[src/rtl/dual_issue_unit_pkg.sv]
// Shared types for the dual-issue unit: pipe/format/opcode enums, the decoded
// instruction record, the idle-pipe constants and the buffer state encoding.
package dual_issue_unit_pkg;

  typedef enum logic {EVEN = 1'b0, ODD = 1'b1} pipe_e;

  typedef enum logic [2:0] {RR, RRR, RI7, RI10, RI16, RI18} format_e;

  typedef enum logic [4:0] {
    OPC_NOP, OPC_LNOP, OPC_A, OPC_SF, OPC_AND, OPC_OR, OPC_AI, OPC_SHLI,
    OPC_IL, OPC_ILA, OPC_FMA, OPC_LQD, OPC_LQA, OPC_ROTQBI, OPC_SHUFB
  } opcode_e;

  typedef enum logic [1:0] {S_EMPTY, S_PAIR, S_SINGLE} state_e;

  // rd_* flag the source fields the format really carries, wr_rt a real target.
  typedef struct packed {
    opcode_e     opcode;
    format_e     format;
    pipe_e       pipe;
    logic        valid;
    logic [6:0]  rt;
    logic [6:0]  ra;
    logic [6:0]  rb;
    logic [6:0]  rc;
    logic        rd_ra;
    logic        rd_rb;
    logic        rd_rc;
    logic        wr_rt;
    logic [6:0]  i7;
    logic [9:0]  i10;
    logic [15:0] i16;
    logic [17:0] i18;
  } decoded_instr_t;

  localparam decoded_instr_t NOP = '{
    opcode: OPC_NOP, format: RR, pipe: EVEN, valid: 1'b1,
    rt: 7'd0, ra: 7'd0, rb: 7'd0, rc: 7'd0,
    rd_ra: 1'b0, rd_rb: 1'b0, rd_rc: 1'b0, wr_rt: 1'b0,
    i7: 7'd0, i10: 10'd0, i16: 16'd0, i18: 18'd0
  };

  localparam decoded_instr_t LNOP = '{
    opcode: OPC_LNOP, format: RR, pipe: ODD, valid: 1'b1,
    rt: 7'd0, ra: 7'd0, rb: 7'd0, rc: 7'd0,
    rd_ra: 1'b0, rd_rb: 1'b0, rd_rc: 1'b0, wr_rt: 1'b0,
    i7: 7'd0, i10: 10'd0, i16: 16'd0, i18: 18'd0
  };

endpackage

[src/rtl/dual_issue_unit_if.sv]
// Fetch handshake plus per-pipe issue bus of the dual-issue unit.
// master = fetch/consumer side, slave = the issue unit.
interface dual_issue_unit_if;
  import dual_issue_unit_pkg::*;

  logic        fetch_valid;
  logic        fetch_ready;
  logic [31:0] instr_0;
  logic [31:0] instr_1;
  logic [31:0] fetch_pc;
  logic        flush;
  opcode_e     ep_opcode;
  opcode_e     op_opcode;
  logic [6:0]  ra_ep_address;
  logic [6:0]  rb_ep_address;
  logic [6:0]  rc_ep_address;
  logic [6:0]  rt_ep_address;
  logic [6:0]  ra_op_address;
  logic [6:0]  rb_op_address;
  logic [6:0]  rt_op_address;
  logic [6:0]  I7_ep;
  logic [9:0]  I10_ep;
  logic [15:0] I16_ep;
  logic [17:0] I18_ep;
  logic [6:0]  I7_op;
  logic [9:0]  I10_op;
  logic [15:0] I16_op;
  logic [17:0] I18_op;
  logic [31:0] PC_output;
  logic        illegal_instr;

  modport master (
    output fetch_valid, instr_0, instr_1, fetch_pc, flush,
    input  fetch_ready, ep_opcode, op_opcode,
    input  ra_ep_address, rb_ep_address, rc_ep_address, rt_ep_address,
    input  ra_op_address, rb_op_address, rt_op_address,
    input  I7_ep, I10_ep, I16_ep, I18_ep, I7_op, I10_op, I16_op, I18_op,
    input  PC_output, illegal_instr
  );

  modport slave (
    input  fetch_valid, instr_0, instr_1, fetch_pc, flush,
    output fetch_ready, ep_opcode, op_opcode,
    output ra_ep_address, rb_ep_address, rc_ep_address, rt_ep_address,
    output ra_op_address, rb_op_address, rt_op_address,
    output I7_ep, I10_ep, I16_ep, I18_ep, I7_op, I10_op, I16_op, I18_op,
    output PC_output, illegal_instr
  );

endinterface

[src/rtl/dual_issue_unit_instr_decoder.sv]
// Combinational decoder: 32-bit SPU-style word -> decoded_instr_t.
// Unknown words come back as an even-pipe nop with valid=0.
module instr_decoder
  import dual_issue_unit_pkg::*;
(
  input  logic [31:0]    word,
  output decoded_instr_t dec
);

  opcode_e opc;
  format_e fmt;
  pipe_e   pipe;
  logic    known;
  logic    bare;

  // Classify the opcode; patterns are chosen so no two prefixes overlap.
  always_comb begin
    opc   = OPC_NOP;
    fmt   = RR;
    pipe  = EVEN;
    known = 1'b1;
    bare  = 1'b0;
    casez (word[31:21])
      11'b1110???????: begin opc = OPC_FMA;    fmt = RRR;  end
      11'b1011???????: begin opc = OPC_SHUFB;  fmt = RRR;  pipe = ODD; end
      11'b0100001????: begin opc = OPC_ILA;    fmt = RI18; end
      11'b00011100???: begin opc = OPC_AI;     fmt = RI10; end
      11'b00110100???: begin opc = OPC_LQD;    fmt = RI10; pipe = ODD; end
      11'b010000001??: begin opc = OPC_IL;     fmt = RI16; end
      11'b001100001??: begin opc = OPC_LQA;    fmt = RI16; pipe = ODD; end
      11'b00011000000: begin opc = OPC_A;      fmt = RR;   end
      11'b00001000000: begin opc = OPC_SF;     fmt = RR;   end
      11'b00011000001: begin opc = OPC_AND;    fmt = RR;   end
      11'b00001000001: begin opc = OPC_OR;     fmt = RR;   end
      11'b00001111011: begin opc = OPC_SHLI;   fmt = RI7;  end
      11'b00111011000: begin opc = OPC_ROTQBI; fmt = RR;   pipe = ODD; end
      11'b01000000001: begin opc = OPC_NOP;    bare = 1'b1; end
      11'b00000000001: begin opc = OPC_LNOP;   bare = 1'b1; pipe = ODD; end
      default:         begin known = 1'b0;     bare = 1'b1; end
    endcase
  end

  // Extract only the fields the format carries; everything else stays zero.
  always_comb begin
    dec = NOP;
    if (!known) begin
      dec.valid = 1'b0;
    end else if (bare) begin
      dec = (pipe == ODD) ? LNOP : NOP;
    end else begin
      dec.opcode = opc;
      dec.format = fmt;
      dec.pipe   = pipe;
      dec.rt     = word[6:0];
      dec.wr_rt  = 1'b1;
      case (fmt)
        RR: begin
          dec.ra    = word[13:7];
          dec.rb    = word[20:14];
          dec.rd_ra = 1'b1;
          dec.rd_rb = 1'b1;
        end
        RRR: begin
          dec.rt    = word[27:21];
          dec.rb    = word[20:14];
          dec.ra    = word[13:7];
          dec.rc    = word[6:0];
          dec.rd_ra = 1'b1;
          dec.rd_rb = 1'b1;
          dec.rd_rc = 1'b1;
        end
        RI7: begin
          dec.i7    = word[20:14];
          dec.ra    = word[13:7];
          dec.rd_ra = 1'b1;
        end
        RI10: begin
          dec.i10   = word[23:14];
          dec.ra    = word[13:7];
          dec.rd_ra = 1'b1;
        end
        RI16:    dec.i16 = word[22:7];
        RI18:    dec.i18 = word[24:7];
        default: ;
      endcase
    end
  end

endmodule

[src/rtl/dual_issue_unit.sv]
// Dual-issue unit: two-slot pair buffer feeding an even and an odd pipe.
// Build option: define DUAL_ISSUE_UNIT_DUAL_EN to let a hazard-free pair on
// different pipes issue in one cycle; otherwise at most one instruction/cycle.
module dual_issue_unit
  import dual_issue_unit_pkg::*;
(
  input logic              clock,
  input logic              reset,
  dual_issue_unit_if.slave bus
);

  state_e         state, state_nxt;
  logic           alive;
  logic [31:0]    slot0_p0, slot1_p0, pc_p0;
  decoded_instr_t dec0, dec1;
  decoded_instr_t ep_nxt, op_nxt, ep_p1, op_p1;
  logic [31:0]    pc_even, pc_odd, pc_nxt, pc_p1;
  logic           has_odd, ill_nxt, ill_p1;
  logic           issue0, issue1, raw, can_dual, ready, take;
  logic           unused_bits;

  instr_decoder u_dec0 (.word(slot0_p0), .dec(dec0));
  instr_decoder u_dec1 (.word(slot1_p0), .dec(dec1));

  assign raw = dec0.wr_rt &&
               ((dec1.rd_ra && dec1.ra == dec0.rt) ||
                (dec1.rd_rb && dec1.rb == dec0.rt) ||
                (dec1.rd_rc && dec1.rc == dec0.rt));

`ifdef DUAL_ISSUE_UNIT_DUAL_EN
  assign can_dual = (dec0.pipe != dec1.pipe) && !raw;
`else
  assign can_dual = 1'b0;
`endif

  // Buffer FSM: decide what issues this cycle and whether a new pair fits.
  always_comb begin
    state_nxt = state;
    issue0    = 1'b0;
    issue1    = 1'b0;
    ready     = 1'b0;
    case (state)
      S_EMPTY:  ready = 1'b1;
      S_PAIR: begin
        issue0 = 1'b1;
        if (can_dual) begin
          issue1 = 1'b1;
          ready  = 1'b1;
        end
      end
      S_SINGLE: begin
        issue1 = 1'b1;
        ready  = 1'b1;
      end
      default: ;
    endcase
    ready = ready && alive && !bus.flush;
    take  = bus.fetch_valid && ready;
    if (bus.flush) begin
      issue0    = 1'b0;
      issue1    = 1'b0;
      state_nxt = S_EMPTY;
    end else if (take) begin
      state_nxt = S_PAIR;
    end else if (state == S_PAIR && !can_dual) begin
      state_nxt = S_SINGLE;
    end else begin
      state_nxt = S_EMPTY;
    end
  end

  // Route issued slots onto their pipes; idle pipes carry nop/lnop.
  always_comb begin
    ep_nxt  = NOP;
    op_nxt  = LNOP;
    pc_even = 32'd0;
    pc_odd  = 32'd0;
    has_odd = 1'b0;
    ill_nxt = 1'b0;
    if (issue0) begin
      if (dec0.pipe == ODD) begin
        op_nxt  = dec0;
        pc_odd  = pc_p0;
        has_odd = 1'b1;
      end else begin
        ep_nxt  = dec0;
        pc_even = pc_p0;
      end
      ill_nxt = ill_nxt | ~dec0.valid;
    end
    if (issue1) begin
      if (dec1.pipe == ODD) begin
        op_nxt  = dec1;
        pc_odd  = pc_p0 + 32'd4;
        has_odd = 1'b1;
      end else begin
        ep_nxt  = dec1;
        pc_even = pc_p0 + 32'd4;
      end
      ill_nxt = ill_nxt | ~dec1.valid;
    end
    pc_nxt = has_odd ? pc_odd : pc_even;
  end

  // Control and issue registers; alive delays fetch_ready one edge past reset.
  always_ff @(posedge clock or negedge reset) begin
    if (!reset) begin
      state  <= S_EMPTY;
      alive  <= 1'b0;
      ep_p1  <= NOP;
      op_p1  <= LNOP;
      pc_p1  <= 32'd0;
      ill_p1 <= 1'b0;
    end else begin
      state  <= state_nxt;
      alive  <= 1'b1;
      ep_p1  <= ep_nxt;
      op_p1  <= op_nxt;
      pc_p1  <= pc_nxt;
      ill_p1 <= ill_nxt;
    end
  end

  // ---- stage p0: pair buffer, loaded on every accepted transfer ----
  always_ff @(posedge clock) begin
    if (take) begin
      slot0_p0 <= bus.instr_0;
      slot1_p0 <= bus.instr_1;
      pc_p0    <= bus.fetch_pc;
    end
  end

  // ---- stage p1: registered issue outputs ----
  assign bus.fetch_ready   = ready;
  assign bus.ep_opcode     = ep_p1.opcode;
  assign bus.rt_ep_address = ep_p1.rt;
  assign bus.ra_ep_address = ep_p1.ra;
  assign bus.rb_ep_address = ep_p1.rb;
  assign bus.rc_ep_address = ep_p1.rc;
  assign bus.I7_ep         = ep_p1.i7;
  assign bus.I10_ep        = ep_p1.i10;
  assign bus.I16_ep        = ep_p1.i16;
  assign bus.I18_ep        = ep_p1.i18;
  assign bus.op_opcode     = op_p1.opcode;
  assign bus.rt_op_address = op_p1.rt;
  assign bus.ra_op_address = op_p1.ra;
  assign bus.rb_op_address = op_p1.rb;
  assign bus.I7_op         = op_p1.i7;
  assign bus.I10_op        = op_p1.i10;
  assign bus.I16_op        = op_p1.i16;
  assign bus.I18_op        = op_p1.i18;
  assign bus.PC_output     = pc_p1;
  assign bus.illegal_instr = ill_p1;

  // Record fields (format, flags, odd rc) that no output consumes.
  assign unused_bits = ^{dec0, dec1, ep_p1, op_p1, raw};

endmodule

[src/flat_wrapper.sv]
// flat-port wrapper written by rule: the top's interface ports become plain ports
module dual_issue_unit_flat import dual_issue_unit_pkg::*;
  (clock, reset, bus_fetch_valid, bus_instr_0, bus_instr_1, bus_fetch_pc, bus_flush, bus_fetch_ready, bus_ep_opcode, bus_op_opcode, bus_ra_ep_address, bus_rb_ep_address, bus_rc_ep_address, bus_rt_ep_address, bus_ra_op_address, bus_rb_op_address, bus_rt_op_address, bus_I7_ep, bus_I10_ep, bus_I16_ep, bus_I18_ep, bus_I7_op, bus_I10_op, bus_I16_op, bus_I18_op, bus_PC_output, bus_illegal_instr);
  dual_issue_unit_if bus_i ();
  input logic clock;
  input logic reset;
  input wire logic [$bits(bus_i.fetch_valid)-1:0] bus_fetch_valid;
  input wire logic [$bits(bus_i.instr_0)-1:0] bus_instr_0;
  input wire logic [$bits(bus_i.instr_1)-1:0] bus_instr_1;
  input wire logic [$bits(bus_i.fetch_pc)-1:0] bus_fetch_pc;
  input wire logic [$bits(bus_i.flush)-1:0] bus_flush;
  output wire logic [$bits(bus_i.fetch_ready)-1:0] bus_fetch_ready;
  output wire logic [$bits(bus_i.ep_opcode)-1:0] bus_ep_opcode;
  output wire logic [$bits(bus_i.op_opcode)-1:0] bus_op_opcode;
  output wire logic [$bits(bus_i.ra_ep_address)-1:0] bus_ra_ep_address;
  output wire logic [$bits(bus_i.rb_ep_address)-1:0] bus_rb_ep_address;
  output wire logic [$bits(bus_i.rc_ep_address)-1:0] bus_rc_ep_address;
  output wire logic [$bits(bus_i.rt_ep_address)-1:0] bus_rt_ep_address;
  output wire logic [$bits(bus_i.ra_op_address)-1:0] bus_ra_op_address;
  output wire logic [$bits(bus_i.rb_op_address)-1:0] bus_rb_op_address;
  output wire logic [$bits(bus_i.rt_op_address)-1:0] bus_rt_op_address;
  output wire logic [$bits(bus_i.I7_ep)-1:0] bus_I7_ep;
  output wire logic [$bits(bus_i.I10_ep)-1:0] bus_I10_ep;
  output wire logic [$bits(bus_i.I16_ep)-1:0] bus_I16_ep;
  output wire logic [$bits(bus_i.I18_ep)-1:0] bus_I18_ep;
  output wire logic [$bits(bus_i.I7_op)-1:0] bus_I7_op;
  output wire logic [$bits(bus_i.I10_op)-1:0] bus_I10_op;
  output wire logic [$bits(bus_i.I16_op)-1:0] bus_I16_op;
  output wire logic [$bits(bus_i.I18_op)-1:0] bus_I18_op;
  output wire logic [$bits(bus_i.PC_output)-1:0] bus_PC_output;
  output wire logic [$bits(bus_i.illegal_instr)-1:0] bus_illegal_instr;
  assign bus_i.fetch_valid = bus_fetch_valid;
  assign bus_i.instr_0 = bus_instr_0;
  assign bus_i.instr_1 = bus_instr_1;
  assign bus_i.fetch_pc = bus_fetch_pc;
  assign bus_i.flush = bus_flush;
  assign bus_fetch_ready = bus_i.fetch_ready;
  assign bus_ep_opcode = bus_i.ep_opcode;
  assign bus_op_opcode = bus_i.op_opcode;
  assign bus_ra_ep_address = bus_i.ra_ep_address;
  assign bus_rb_ep_address = bus_i.rb_ep_address;
  assign bus_rc_ep_address = bus_i.rc_ep_address;
  assign bus_rt_ep_address = bus_i.rt_ep_address;
  assign bus_ra_op_address = bus_i.ra_op_address;
  assign bus_rb_op_address = bus_i.rb_op_address;
  assign bus_rt_op_address = bus_i.rt_op_address;
  assign bus_I7_ep = bus_i.I7_ep;
  assign bus_I10_ep = bus_i.I10_ep;
  assign bus_I16_ep = bus_i.I16_ep;
  assign bus_I18_ep = bus_i.I18_ep;
  assign bus_I7_op = bus_i.I7_op;
  assign bus_I10_op = bus_i.I10_op;
  assign bus_I16_op = bus_i.I16_op;
  assign bus_I18_op = bus_i.I18_op;
  assign bus_PC_output = bus_i.PC_output;
  assign bus_illegal_instr = bus_i.illegal_instr;
  dual_issue_unit u_core (.clock(clock), .reset(reset), .bus(bus_i));
endmodule
[config.mk]
export PLATFORM = sky130hd
export DESIGN_NAME = dual_issue_unit_flat
export DESIGN_NICKNAME = d
export VERILOG_FILES = /design/src/rtl/dual_issue_unit_pkg.sv /design/src/rtl/dual_issue_unit_if.sv /design/src/rtl/dual_issue_unit_instr_decoder.sv /design/src/rtl/dual_issue_unit.sv /design/src/flat_wrapper.sv
export SDC_FILE = /design/constraint.sdc
export NUM_CORES = 1
export LEC_CHECK = 0
export CAP_MARGIN = 25
export CORE_MARGIN = 10
export CORE_UTILIZATION = 48
export CTS_BUF_LIST = sky130_fd_sc_hd__clkbuf_4 sky130_fd_sc_hd__clkbuf_8
export CTS_CLUSTER_DIAMETER = 80
export DETAILED_ROUTE_END_ITERATION = 7
export GPL_TIMING_DRIVEN = 0
export PLACE_DENSITY = 0.77
export SYNTH_ARGS = -nofsm -noshare
export SYNTH_HDL_FRONTEND = slang
export SYNTH_HIERARCHICAL = 1
export SYNTH_SLANG_ARGS = --single-unit
[constraint.sdc]
create_clock -name clock -period 4.9 [get_ports clock]
set_input_delay 1.47 -clock clock [delete_from_list [all_inputs] [get_ports clock]]
set_output_delay 1.47 -clock clock [all_outputs]
set_load 0.01 [all_outputs]
### After elaboration in Yosys (flattened, before gate mapping)

Cells that the tools add are included.

* add/sub/neg operators: 1
* equal/unequal tests: 42
* muxes and demuxes: 75
* bitwise logic cells: 3
* reduce and logical (&&, ||, !) cells: 24

Operator list (count)
* $mux W93: 8
* $mux W83: 4
* $mux W32: 9
* $mux W89: 2
* $pmux W4 S14: 2
* $mux W7: 10
* $eq A11 B7 Y1 const B: 6
* $eq A11 B8 Y1 const B: 4
* $mux W18: 2
* $mux W9: 4
* $add A32 B3 Y32 const B: 1
* $mux W16: 2
* $pmux W3 S5: 2
* $reduce_or A15 Y1: 2
* $reduce_or A13 Y1: 2
* $mux W1: 25
* $eq A11 B1 Y1 const B: 2
* $eq A11 B10 Y1 const B: 2
* $eq A11 B9 Y1 const B: 2
* $mux W10: 2
* $eq A9 B7 Y1 const B: 2
* $eq A9 B8 Y1 const B: 2
* $reduce_or A2 Y1: 9
* $eq A4 B4 Y1 const B: 4
* other kinds (17): 35

* flip-flop bits (word level): 293

### Logic depth before layout (Yosys ltp)

* depth after elaboration: 12
* gate-level depth with buffers: 10
* gate-level depth less buffers: 7

### Cells and area by module

The synthesis kept the hierarchy.

Modules (own cells, without submodules)
* dual_issue_unit: times used 1, cells each 682, area an instance 10527.6 µm², sequential area each 7813.7 µm²
* instr_decoder: times used 2, cells each 173, area an instance 1063.5 µm², sequential area each 0.0 µm²

### Worst setup path before layout

OpenSTA, ideal clock, no wires.

* path type: input to register
* from: input port bus_flush
* to: register u_core.pc_p0[0], enable pin
* setup time: 0.465 ns
* arrival: 4.167 ns
* data required time: 4.435 ns
* path slack: 0.268 ns
* stages: 2
* cells stage by stage: nor3b_1 -> and2_1

* cells in the longest elaborated chain, start to end: 3

RTL lines
* from (decl): RTL line flat_wrapper.sv:11 `input wire logic [$bits(bus_i.flush)-1:0] bus_flush;`
* $logic_not A1 Y1: RTL line dual_issue_unit.sv:57 `ready = ready && alive && !bus.flush;`
* $logic_and A1 B1 Y1: RTL line dual_issue_unit.sv:57
* $logic_and A1 B1 Y1: RTL line dual_issue_unit.sv:58 `take = bus.fetch_valid && ready;`
* named net u_core.take: RTL line dual_issue_unit.sv:19 `logic issue0, issue1, raw, can_dual, ready, take;`
* to (signal assigned): RTL line dual_issue_unit.sv:129 `pc_p0 <= bus.fetch_pc;`
* to (decl): RTL line dual_issue_unit.sv:14 `logic [31:0] slot0_p0, slot1_p0, pc_p0;`

The timed path passes the listed nets, and every way through them passes these cells.
A chain may end at the register's enable or synchronous reset.

### Worst setup path after layout

* from: input port bus_flush
* to: output port bus_fetch_ready

* cells in the longest elaborated chain, start to end: 2

RTL lines
* $logic_not A1 Y1: RTL line dual_issue_unit.sv:57
* $logic_and A1 B1 Y1: RTL line dual_issue_unit.sv:57
* to (decl): RTL line flat_wrapper.sv:12 `output wire logic [$bits(bus_i.fetch_ready)-1:0] bus_fetch_ready;`

Every way passes these cells.

==> results.json <==
{
  "drt_drc": 0,
  "grt_usage_pct": 23.4,
  "floorplan.die.height_microns": 182,
  "cp-end-kind": "output port",
  "num_rows": 59,
  "syn_nets": 1121,
  "first_iter_violations": 922,
  "dieArea_sq_um": 33200,
  "clk_skew_ns": 0.0181,
  "post_cts_setup_buffer_count": 0,
  "via_count": 9863,
  "drv_cap": 0,
  "via_per_inst": 5.68,
  "die_w_microns": 182,
  "post-place-cells": 1651,
  "status": "finished clean",
  "ir_drop_v": 0.000249,
  "cts_resized": 0,
  "fp.coreArea_sq_um": 26000,
  "worst_path_max_delay_cell": "sky130_fd_sc_hd__clkdlybuf4s50_1",
  "post_synth_inst_count": 1020,
  "worst_path_most_repeated_cell": "sky130_fd_sc_hd__clkdlybuf4s50_1",
  "timing.setup.critical_path_class": "input pin to output port",
  "antennaDiodeCount": 0,
  "multi_input_comb_area_sq_um": 4360,
  "hold_viol_final": 0,
  "worst_skew_pair.late_latency_ns": 0.55,
  "seqCellArea_sq_um": 7810,
  "power.density_nw_per_um2": 297,
  "num-nets-final": 1466,
  "holdCritPathClass": "flip-flop to flip-flop",
  "globalRouteMet2Util_pct": 38.3,
  "area_growth_syn_to_layout_pct": 35.3,
  "final.fill_count": 2002,
  "clock-sinks": 293,
  "stdcell_area_sq_um": 17100,
  "post_synth_instance_area_sq_um": 12600,
  "wirelength_mm": 40.1,
  "first_global_vias": 10107,
  "grtUsageMet3_pct": 6.03,
  "grt_max_degree": 119,
  "cts_inserted_buffers": 46,
  "worst_setup_hold_path_clk_slew_ns": 0.06,
  "critPathTopFamily": "buffers and inverters",
  "critPathLaunchType": "input pin",
  "globalRouteOverflowTotal": 0,
  "worst-endpoint-required_ns": 3.43,
  "period_minus_slack_ns": 4.37,
  "tritoncts_clock_tree": "done",
  "detail_route.wl_per_cell_microns": 23.1,
  "leakage_nw": 7.11,
  "worstPathCellList": "clkdlybuf4s50_1 -> nor3b_1 -> clkdlybuf4s50_1",
  "final-setup-viol-count": 0,
  "ant_nets": 0,
  "count_of_pins_over_their_slew_limit": 0,
  "number_of_placed_i_o_pins": 295,
  "grt.met1_usage_pct": 29.8,
  "finalCritPeriodShare_pct": 89.2,
  "max-slew-margin-rel_pct": 38.5,
  "placed_area_sq_um": 16000,
  "detailedRoute.firstPassIterationCount": 5,
  "critPathMaxStageDelay_ns": 0.66,
  "mean_syn_cell_area_sq_um": 12.4,
  "worstMarginPinSlew_ns": 0.920,
  "initial_core_util_pct": 48.5,
  "h-tree-depth": 2,
  "worst-path-buf-inv": 2,
  "gp_congestion": 0.925,
  "fin_cells": 1736,
  "postCtsHoldBufs": 0,
  "cts_root_buf": "sky130_fd_sc_hd__clkbuf_8",
  "grt_setup_unrepaired": "false",
  "worstPathArrival_ns": 2.90,
  "initial_antenna_violation_count": 1,
  "yosys_warnings": 6,
  "fmaxAchievable_ghz": 0.229,
  "hpwl_mm": 29.5,
  "crit_fanout": 4,
  "final_layout_size_suffix_gt1_share_pct": 11.6,
  "grt_first_pass_wirelength_mm": 60.6,
  "port_buffers": 294,
  "cts_max_path_buffers": 3,
  "most_used_routing_layer_in_global_routing": "met2"
}
flip-flops by register name, summed over array words and instances, names as in the netlist, 16 cells and up:
register	cells
u_core/slot1_p0	32
u_core/slot0_p0	32
u_core/bus.I18_ep	18
u_core/bus.I16_op	16
u_core/pc_p0	32
u_core/bus.I18_op	18
u_core/bus.I16_ep	16
u_core/bus.PC_output	32
cell type report:
| class | instances | share of cell area [%] |
|---|---|---|
| buffer | 76 | 2.32 |
| sequential | 293 | 45.8 |
| clock inverter | 17 | 0.917 |
| clock buffer | 67 | 5.04 |
| inverter | 14 | 0.308 |
| multi-input combinational | 637 | 25.5 |
| tap | 335 | 2.46 |
| timing repair buffer | 297 | 17.6 |
power by group:
part           switching (mW)  total [mW]  leakage, nW  internal, mW
Sequential             0.0315        2.60         3.61          2.57
Clock                   0.925        2.21        0.540          1.29
Combinational           0.127       0.246         2.96         0.120
Total                    1.08        5.06         7.11          3.98
per-layer routing:
layer / part of all wire [%] / wire length (microns)
met1: 40 / 16100
met2: 48 / 19300
met3: 8.9 / 3550
met4: 2.6 / 1060
met5: 0.050 / 20
cell usage in the layout (no fill, tap or decap), types with 21 or more instances in the layout:
| cell type | n |
|---|---|
| sky130_fd_sc_hd__nand2_1 | 69 |
| sky130_fd_sc_hd__clkbuf_8 | 57 |
| sky130_fd_sc_hd__a22o_1 | 161 |
| sky130_fd_sc_hd__and2_1 | 131 |
| sky130_fd_sc_hd__dfrtp_1 | 196 |
| sky130_fd_sc_hd__buf_2 | 25 |
| sky130_fd_sc_hd__clkbuf_1 | 29 |
| sky130_fd_sc_hd__clkdlybuf4s50_1 | 293 |
| sky130_fd_sc_hd__o21ai_0 | 21 |
| sky130_fd_sc_hd__nor2_1 | 32 |
| sky130_fd_sc_hd__edfxtp_1 | 96 |
final timing paths:
path / from / slack [ns] / cells past startpoint / endpoint
min in group asynchronous: reset / 0.91 / 1 / u_core/bus.I18_ep[5]
hold reg to reg: u_core/pc_p0[31] / 0.47 / 1 / u_core/bus.PC_output[31]
setup / recovery: bus_flush / 0.53 / 3 / bus_fetch_ready
setup reg to reg: u_core/slot0_p0[22] / 1.36 / 9 / u_core/bus.rt_op_address[0]
hold / removal: u_core/pc_p0[31] / 0.47 / 1 / u_core/bus.PC_output[31]
max in group asynchronous: reset / 3.01 / 2 / u_core/bus.rc_ep_address[4]
worst reg2reg max path, delay by kind of cell (launching register included):
| kind | cells | cell delay, ns |
|---|---|---|
| flip-flops | 1 | 0.60 |
| AND/OR/NAND/NOR | 3 | 1.09 |
| AO/OA/AOI/OAI | 3 | 0.64 |
| buffers and inverters | 3 | 1.16 |
metrics by stage:
step	setup WS [ns]	TNS [ns]	hold WS, ns	power, mW	util (%)
finish	0.528	0	0.473	5.06	65.7
global route	0.454	0	0.503	5.25	65.7
CTS	0.510	0	0.471	5.11	65.6
detailed placement	0.520	0	0.463	2.89	61.7
global placement	-5.52	-1187.97	0.448	2.89	61.5
floorplan	0.268	0	0.430	2.72	-
No activity file was read; power rests on OpenSTA's default activity.
